### src/rtl/alu_result_tx.sv
// Serial 8N1-style transmitter for the ALU result word: latches dato_in on tx_start
// and shifts out start bit, longDS data bits LSB-first, and a stop bit on tx.
module alu_result_tx #(
  parameter int longDS       = 8,
  parameter int CLKS_PER_BIT = 5208
) (
  input  logic              clk,
  input  logic              reset,
  input  logic              tx_start,
  input  logic [longDS-1:0] dato_in,
  output logic              tx,
  output logic              tx_busy,
  output logic              tx_done
);

  localparam int BAUD_W = (CLKS_PER_BIT > 1) ? $clog2(CLKS_PER_BIT) : 1;
  localparam int BIT_W  = (longDS > 0) ? $clog2(longDS + 1) : 1;

  localparam logic [BAUD_W-1:0] BAUD_LAST = BAUD_W'(CLKS_PER_BIT - 1);
  localparam logic [BIT_W-1:0]  BIT_LAST  = BIT_W'(longDS - 1);

  typedef enum logic [1:0] {
    S_IDLE,
    S_START,
    S_DATA,
    S_STOP
  } state_t;

  state_t              r_state;
  logic [longDS-1:0]   r_shift;
  logic [BAUD_W-1:0]   r_baud;
  logic [BIT_W-1:0]    r_bit;
  logic                r_tx;
  logic                r_busy;
  logic                r_done;

  logic                w_baud_end;
  logic [longDS-1:0]   w_shift_next;

  assign w_baud_end   = (r_baud == BAUD_LAST);
  assign w_shift_next = r_shift >> 1;

  // tx is registered and always updated together with the state, so the line
  // level for the next bit is ready on the same edge that changes state.
  always_ff @(posedge clk or negedge reset) begin
    if (!reset) begin
      r_state <= S_IDLE;
      r_shift <= '0;
      r_baud  <= '0;
      r_bit   <= '0;
      r_tx    <= 1'b1;
      r_busy  <= 1'b0;
      r_done  <= 1'b0;
    end else begin
      r_done <= 1'b0;
      case (r_state)
        S_IDLE: begin
          r_tx   <= 1'b1;
          r_busy <= 1'b0;
          if (tx_start) begin
            r_shift <= dato_in;
            r_baud  <= '0;
            r_bit   <= '0;
            r_tx    <= 1'b0;
            r_busy  <= 1'b1;
            r_state <= S_START;
          end
        end

        S_START: begin
          if (w_baud_end) begin
            r_baud  <= '0;
            r_tx    <= r_shift[0];
            r_state <= S_DATA;
          end else begin
            r_baud <= r_baud + 1'b1;
          end
        end

        S_DATA: begin
          if (w_baud_end) begin
            r_baud <= '0;
            if (r_bit == BIT_LAST) begin
              r_tx    <= 1'b1;
              r_state <= S_STOP;
            end else begin
              r_bit   <= r_bit + 1'b1;
              r_shift <= w_shift_next;
              r_tx    <= w_shift_next[0];
            end
          end else begin
            r_baud <= r_baud + 1'b1;
          end
        end

        S_STOP: begin
          if (w_baud_end) begin
            r_baud  <= '0;
            r_bit   <= '0;
            r_busy  <= 1'b0;
            r_done  <= 1'b1;
            r_state <= S_IDLE;
          end else begin
            r_baud <= r_baud + 1'b1;
          end
        end

        default: begin
          r_tx    <= 1'b1;
          r_busy  <= 1'b0;
          r_state <= S_IDLE;
        end
      endcase
    end
  end

  assign tx      = r_tx;
  assign tx_busy = r_busy;
  assign tx_done = r_done;

endmodule

### config.mk
export PLATFORM = sky130hd
export DESIGN_NAME = alu_result_tx
export DESIGN_NICKNAME = d
export VERILOG_FILES = /design/src/rtl/alu_result_tx.sv
export SDC_FILE = /design/constraint.sdc
export NUM_CORES = 1
export LEC_CHECK = 0
export CORE_ASPECT_RATIO = 0.8
export CORE_MARGIN = 10
export CORE_UTILIZATION = 40
export CTS_CLUSTER_SIZE = 10
export DETAILED_ROUTE_END_ITERATION = 10
export DONT_BUFFER_PORTS = 1
export PLACE_DENSITY = 0.63
export SYNTH_ARGS = -nofsm -noshare
export SYNTH_HDL_FRONTEND = slang
export SYNTH_SLANG_ARGS = --single-unit
### constraint.sdc
create_clock -name clk -period 2.95 [get_ports clk]
set_clock_uncertainty 0.2 [all_clocks]
set_input_delay 0.7375 -clock clk [delete_from_list [all_inputs] [get_ports clk]]
set_output_delay 0.7375 -clock clk [all_outputs]
set_load 0.005 [all_outputs]
=== Yosys cells after proc, flatten, opt, wreduce, memory -nomap -nowiden ===
Index checks and enable logic that the tools add are counted.

* $add $sub $neg: 2
* Equality and inequality tests: 11
* Mux-type cells: 28
* Reduce and logical (&&, ||, !) cells: 11

{| class="wikitable"
|+ Operators by type and width
! cell !! count
|-
| two-way mux 13 bit || 2
|-
| case mux 13 bit (2 select lines) || 1
|-
| two-way mux 8 bit || 3
|-
| two-way mux 4 bit || 4
|-
| case mux 8 bit (2 select lines) || 1
|-
| adder 13 x 1 -> 13 bit (second input constant) || 1
|-
| == test 13 bit (second input constant) || 1
|-
| inequality test 2 bit (second input constant) || 6
|-
| case mux 4 bit (3 select lines) || 1
|-
| two-way mux 2 bit || 5
|-
| AND reduction 5 bit || 2
|-
| two-way mux 1 bit || 8
|-
| case mux 2 bit (4 select lines) || 1
|-
| nonzero test 3 bit || 2
|-
| adder 4 x 1 -> 4 bit (second input constant) || 1
|-
| == test 2 bit (second input constant) || 2
|-
| == test 4 x 3 -> 1 bit (second input constant) || 1
|-
| AND reduction 4 bit || 1
|-
| nonzero test 2 bit || 2
|-
| case mux 1 bit (3 select lines) || 1
|-
| AND reduction 3 bit || 1
|-
| OR reduction 3 bit || 1
|-
| == test 2 x 1 -> 1 bit (second input constant) || 1
|-
| zero test 2 bit || 1
|-
| other kinds (2) || 2
|}

* Flip-flop bits (word level): 30
* Input bits: 11
* Output and inout bits: 3
* Word-level logic and storage cells: 59

=== Longest topological paths before layout ===
* Depth after elaboration: 4
* Gate-level depth with buffers: 8
* Gate-level depth less buffers: 6

=== Worst setup path before layout ===
No wires, ideal clock.

* Kind: reg-to-reg
* Start: reg r_state[0]
* End: reg r_shift[4]
* Setup time: 0.134 ns
* Arrival: 1.662 ns
* Data required time: 2.616 ns
* Path slack: 0.955 ns
* Stages on the path, launching flop included: 7
* Path buffers: 1
* Period minus slack after synthesis: 1.995 ns
* Path through: dfrtp_1 > inv_1 > ha_1 > mux2i_1 > or2_0 > clkbuf_1 > o211ai_1

* Cells in the longest elaborated chain, start to end: 3
* Elaborated cells between the ends (all ways): 8
* Those cells by class: eq/ne (4); mux (1); reduce/logical (3)

{| class="wikitable"
|+ Ends and longest elaborated chain
! item !! RTL line !! text
|-
| start, declared || 29 || <nowiki>state_t r_state;</nowiki>
|-
| start signal, assigned || 47 || <nowiki>r_state <= S_IDLE;</nowiki>
|-
| start signal, assigned || 66 || <nowiki>r_state <= S_START;</nowiki>
|-
| start signal, assigned || 74 || <nowiki>r_state <= S_DATA;</nowiki>
|-
| == test 2 bit or zero test 2 bit (tied branches) || 56 || <nowiki>case (r_state)</nowiki>
|-
| inequality test 2 bit (no line) or nonzero test 2 bit (tied branches) || n/a ||
|-
| AND reduction 4 bit (no line) || n/a ||
|-
| end signal, assigned || 61 || <nowiki>r_shift <= dato_in;</nowiki>
|-
| end signal, assigned || 88 || <nowiki>r_shift <= w_shift_next;</nowiki>
|-
| end, declared || 30 || <nowiki>logic [longDS-1:0] r_shift;</nowiki>
|}

Parallel ways exist; a longest one is shown, timed or not.
A chain may end at the register's enable or synchronous reset.

=== Final worst setup path ===
* Start: reg r_baud[0]
* End: reg r_shift[4]

* Cells in the longest elaborated chain, start to end: 3

{| class="wikitable"
|+ Ends and longest elaborated chain
! item !! RTL line !! text
|-
| start, declared || 31 || <nowiki>logic [BAUD_W-1:0] r_baud;</nowiki>
|-
| start signal, assigned || 76 || <nowiki>r_baud <= r_baud + 1'b1;</nowiki>
|-
| start signal, assigned || 92 || <nowiki>r_baud <= r_baud + 1'b1;</nowiki>
|-
| start signal, assigned || 104 || <nowiki>r_baud <= r_baud + 1'b1;</nowiki>
|-
| == test 13 bit || 40 || <nowiki>assign w_baud_end = (r_baud == BAUD_LAST);</nowiki>
|-
| inequality test 2 bit (no line) || n/a ||
|-
| AND reduction 4 bit (no line) || n/a ||
|}

No other way between the ends.

==> results by group <==
Run status
  • Status: completed

Logic synthesis
  • Synth async-reset ratio: 100%
  • Share of the synthesized area in the top cell type: 40.0%
  • Post-synth EDFFs: 0
  • Sequential cell area fraction in the yosys report: 41.4%
  • Top area cells in the synthesized netlist: dfrtp_1 40%, ha_1 5.5%, nand2_1 5.0%, o21ai_0 3.9%, mux2i_1 3.3%
  • Flop and latch count out of synthesis: 30
  • Synth warn: 0
  • Top FF cell, synth: dfrtp_1
  • Syn avg cell area: 9.51 sq um
  • Mapped cell area: 0.00182 sq mm
  • Synth Instances: 191
  • Yosys top cell by area: dfrtp_1
  • Count of cell types in the netlist: 47
  • Post-Syn Nets: 210

Routing
  • Met3 Wirelength: 283 um
  • Post-route met1 wirelength: 1980 um
  • Post-Route WL: 4290 um
  • Number of iterations in the first detailed-routing pass: 4
  • Metal2 WL: 1910 um
  • WL per Instance: 17.0 um
  • Top Layer Used: met4
  • Mean number of vias per cell: 5.98
  • Final ANT Viol Nets: 0
  • Post-route DRC violation count: 0
  • DR vias: 1507
  • 1st-iter DRT viols: 212

Cells and area
  • ANT cells: 0
  • Finished layout cell area: 0.00200 sq mm
  • Layout cells sized above 1: 12.8%
  • Nets@finish: 213
  • Fillers: 398
  • Finished Core Util: 46.6%
  • Area Growth Syn to Fin: 9.92%
  • Post-Layout Cell Count: 252

Floorplanning
  • Core area: 0.00428 sq mm
  • Initial core utilization: 42.4%
  • Die Wd: 95.3 um
  • Die Y: 80.3 um
  • Num rows: 21
  • Area of the die: 0.00765 sq mm
  • Num ports: 14

Critical path
  • R2R Setup Slk: 0.56 ns
  • CP top delay family: simple AND/OR/NAND/NOR gates
  • Slowest cell on crit path: or2_0
  • WP data required: 2.95 ns
  • Crit path DAT: 2.39 ns
  • Worst reg2reg path depth: 5
  • Startpoint Class: flip-flop
  • FF-to-FF End: r_shift[4]
  • CP Capture Type: flip-flop
  • Worst R2R Start: r_baud[0]
  • Setup CP Type: reg2reg
  • Crit-path cells: ha_1 -> and4b_1 -> nand4_1 -> or2_0 -> o211ai_1
  • Worst path bufs/invs: 0
  • CP max FO: 11
  • Slowest stage delay, CP: 0.48 ns

Power
  • Clk network pwr share: 45.3%
  • NetSw: 0.170 mW
  • Power consumption: 0.772 mW
  • Leak Pwr: 0.768 nW
  • Worst IR Drop VDD: 0.248 mV
  • Total internal power: 0.602 mW
  • Sequential share of power: 53.3%
  • Sw Ratio: 22.0%
  • Combinational power share: 1.4%
  • PD cells: 387 mW/mm^2

Clocking
  • CTS Buffer Depth: 2
  • CTS clk-pin slew, worst paths: 0.07 ns
  • H-Tree Depth: 2
  • Cts bufs inserted: 5
  • CTS tree: done
  • Root buffer cell: clkbuf_8
  • Sink Count: 30
  • Post-CTS Resized: 0
  • Skew-Pair Late Insertion Delay: 0.28 ns

Placement
  • RePlAce Congestion: 0.862
  • Cell Area, Placed: 0.00188 sq mm
  • Dpl cells: 243
  • Buffers added on ports: 0
  • Final HPWL DP: 3020 um
  • Pre-CTS WS: 0.570 ns

Timing
  • Count of final setup violators: 0
  • Worst slew margin: 60.4%
  • Setup TNS after final layout: 0 ns
  • Worst slew pin tran: 0.595 ns
  • Tmin final: 2.39 ns
  • RSZ-0062 raised after global routing: false
  • Slew Limit Fails: 0
  • Hold Slack: 0.0695 ns
  • Fin crit share: 81.0%
  • FMAX: 418 MHz
  • Final number of hold-violating endpoints: 0
  • Setup ws final: 0.559 ns

Job
  • Max Cap Viol: 0

Global routing
  • Largest net degree at the start of global routing: 30
  • Congestion Overflow GR: 0
  • GR Util All Layers: 12.2%
  • Initial antenna violation count: 0
  • First-pass GRT wire length: 7410 um
  • Vias in the first global route: 1524

Worst hold path
  • Type of the most critical hold path: in2async
==> power groups by stage <==
stage | Combinational (mW) | Clock (mW) | Sequential, mW
floorplan | 0.000253 | 0 | 0.419
global placement | 0.000252 | 0 | 0.419
detailed placement | 0.000252 | 0 | 0.419
CTS | 0.0116 | 0.356 | 0.411
global route | 0.0125 | 0.381 | 0.411
finish | 0.0108 | 0.350 | 0.411
==> flip-flops by register name, indices dropped and copies added, names as in the netlist <==
register and flops:
r_baud 13, r_shift 8, r_bit 4, r_state 2
tx 1, tx_busy 1, tx_done 1
==> area by class of cell <==
type | instances | area (sq um) | area share, %
clock buffer | 6 | 82.6 | 4.14
clock inverter | 2 | 12.5 | 0.627
inverter | 6 | 22.5 | 1.13
multi-input combinational | 146 | 1000 | 50.3
sequential | 30 | 752 | 37.7
tap | 57 | 71.3 | 3.57
timing repair buffer | 5 | 50.0 | 2.51
==> layer usage <==
layer,up-vias,GRT usage (%)
met3,8,3.44
met5,-,0
li1,725,-
met1,722,15.9
met2,52,17.3
met4,0,7.31
==> cells in the mapped netlist (3+ instances only) <==
| library cell | count |
|---|---|
| nor2b_1 | 4 |
| clkbuf_1 | 6 |
| nand3_1 | 12 |
| a21oi_1 | 7 |
| a22oi_1 | 4 |
| dfrtp_1 | 29 |
| and3_1 | 3 |
| ha_1 | 8 |
| mux2i_1 | 6 |
| nand2_1 | 24 |
| a31oi_1 | 8 |
| inv_1 | 6 |
| a22o_1 | 6 |
| nor2_1 | 6 |
| o21ai_0 | 14 |
| nand4_1 | 5 |
==> repair_timing <==
action	in CTS	in global routing
hold buffers	1	0
buffers inserted	0	0
endpoints found under the hold margin	29	0
setup endpoints to repair	0	0
==> cells in the final DEF (no fill, tap or decap), types with 2 or more instances in the layout <==
master and n:
a21oi_1 7, a22o_1 6, a22oi_1 4, a31o_2 2
a31oi_1 8, a41oi_1 2, and2_1 2, and3_1 3
and3b_1 2, and4_1 2, buf_4 4, clkbuf_8 6
dfrtp_1 29, ha_1 8, inv_1 6, mux2i_1 6
nand2_1 24, nand3_1 12, nand4_1 5, nor2_1 6
nor2b_1 4, nor3_1 2, o211ai_1 2, o21ai_0 14
o22ai_1 2, o31ai_1 2, or2_2 2, or3_1 2
==> cell families after synthesis <==
group	Yosys count	synth area share, %
adder cells (fa/ha/maj)	8	5.51
AND/OR/NAND/NOR	73	22.8
buffers and inverters	15	3.24
multiplexers	8	4.76
flip-flops	30	41.4
AO/OA/AOI/OAI	56	21.8
XOR/XNOR	1	0.483
==> how the worst max path moves through the flow <==
stage / startpoint / slack, ns / end / cells past startpoint
2_1_floorplan: r_state[0] / 0.95 / r_shift[4] / 6
3_3_place_gp: r_state[0] / 0.68 / r_shift[6] / 6
3_5_place_dp: r_state[1] / 0.57 / r_shift[4] / 6
4_1_cts: r_state[1] / 0.56 / r_shift[4] / 6
5_1_grt: r_state[1] / 0.30 / r_shift[2] / 6
6_report: r_baud[0] / 0.56 / r_shift[4] / 5
==> worst reg2reg max path: stages, from the launching register on <==
cell	delay [ns]
dfrtp_1	0.39
ha_1	0.25
and4b_1	0.34
nand4_1	0.41
or2_0	0.48
o211ai_1	0.24
(Power assumes the default switching activity.)
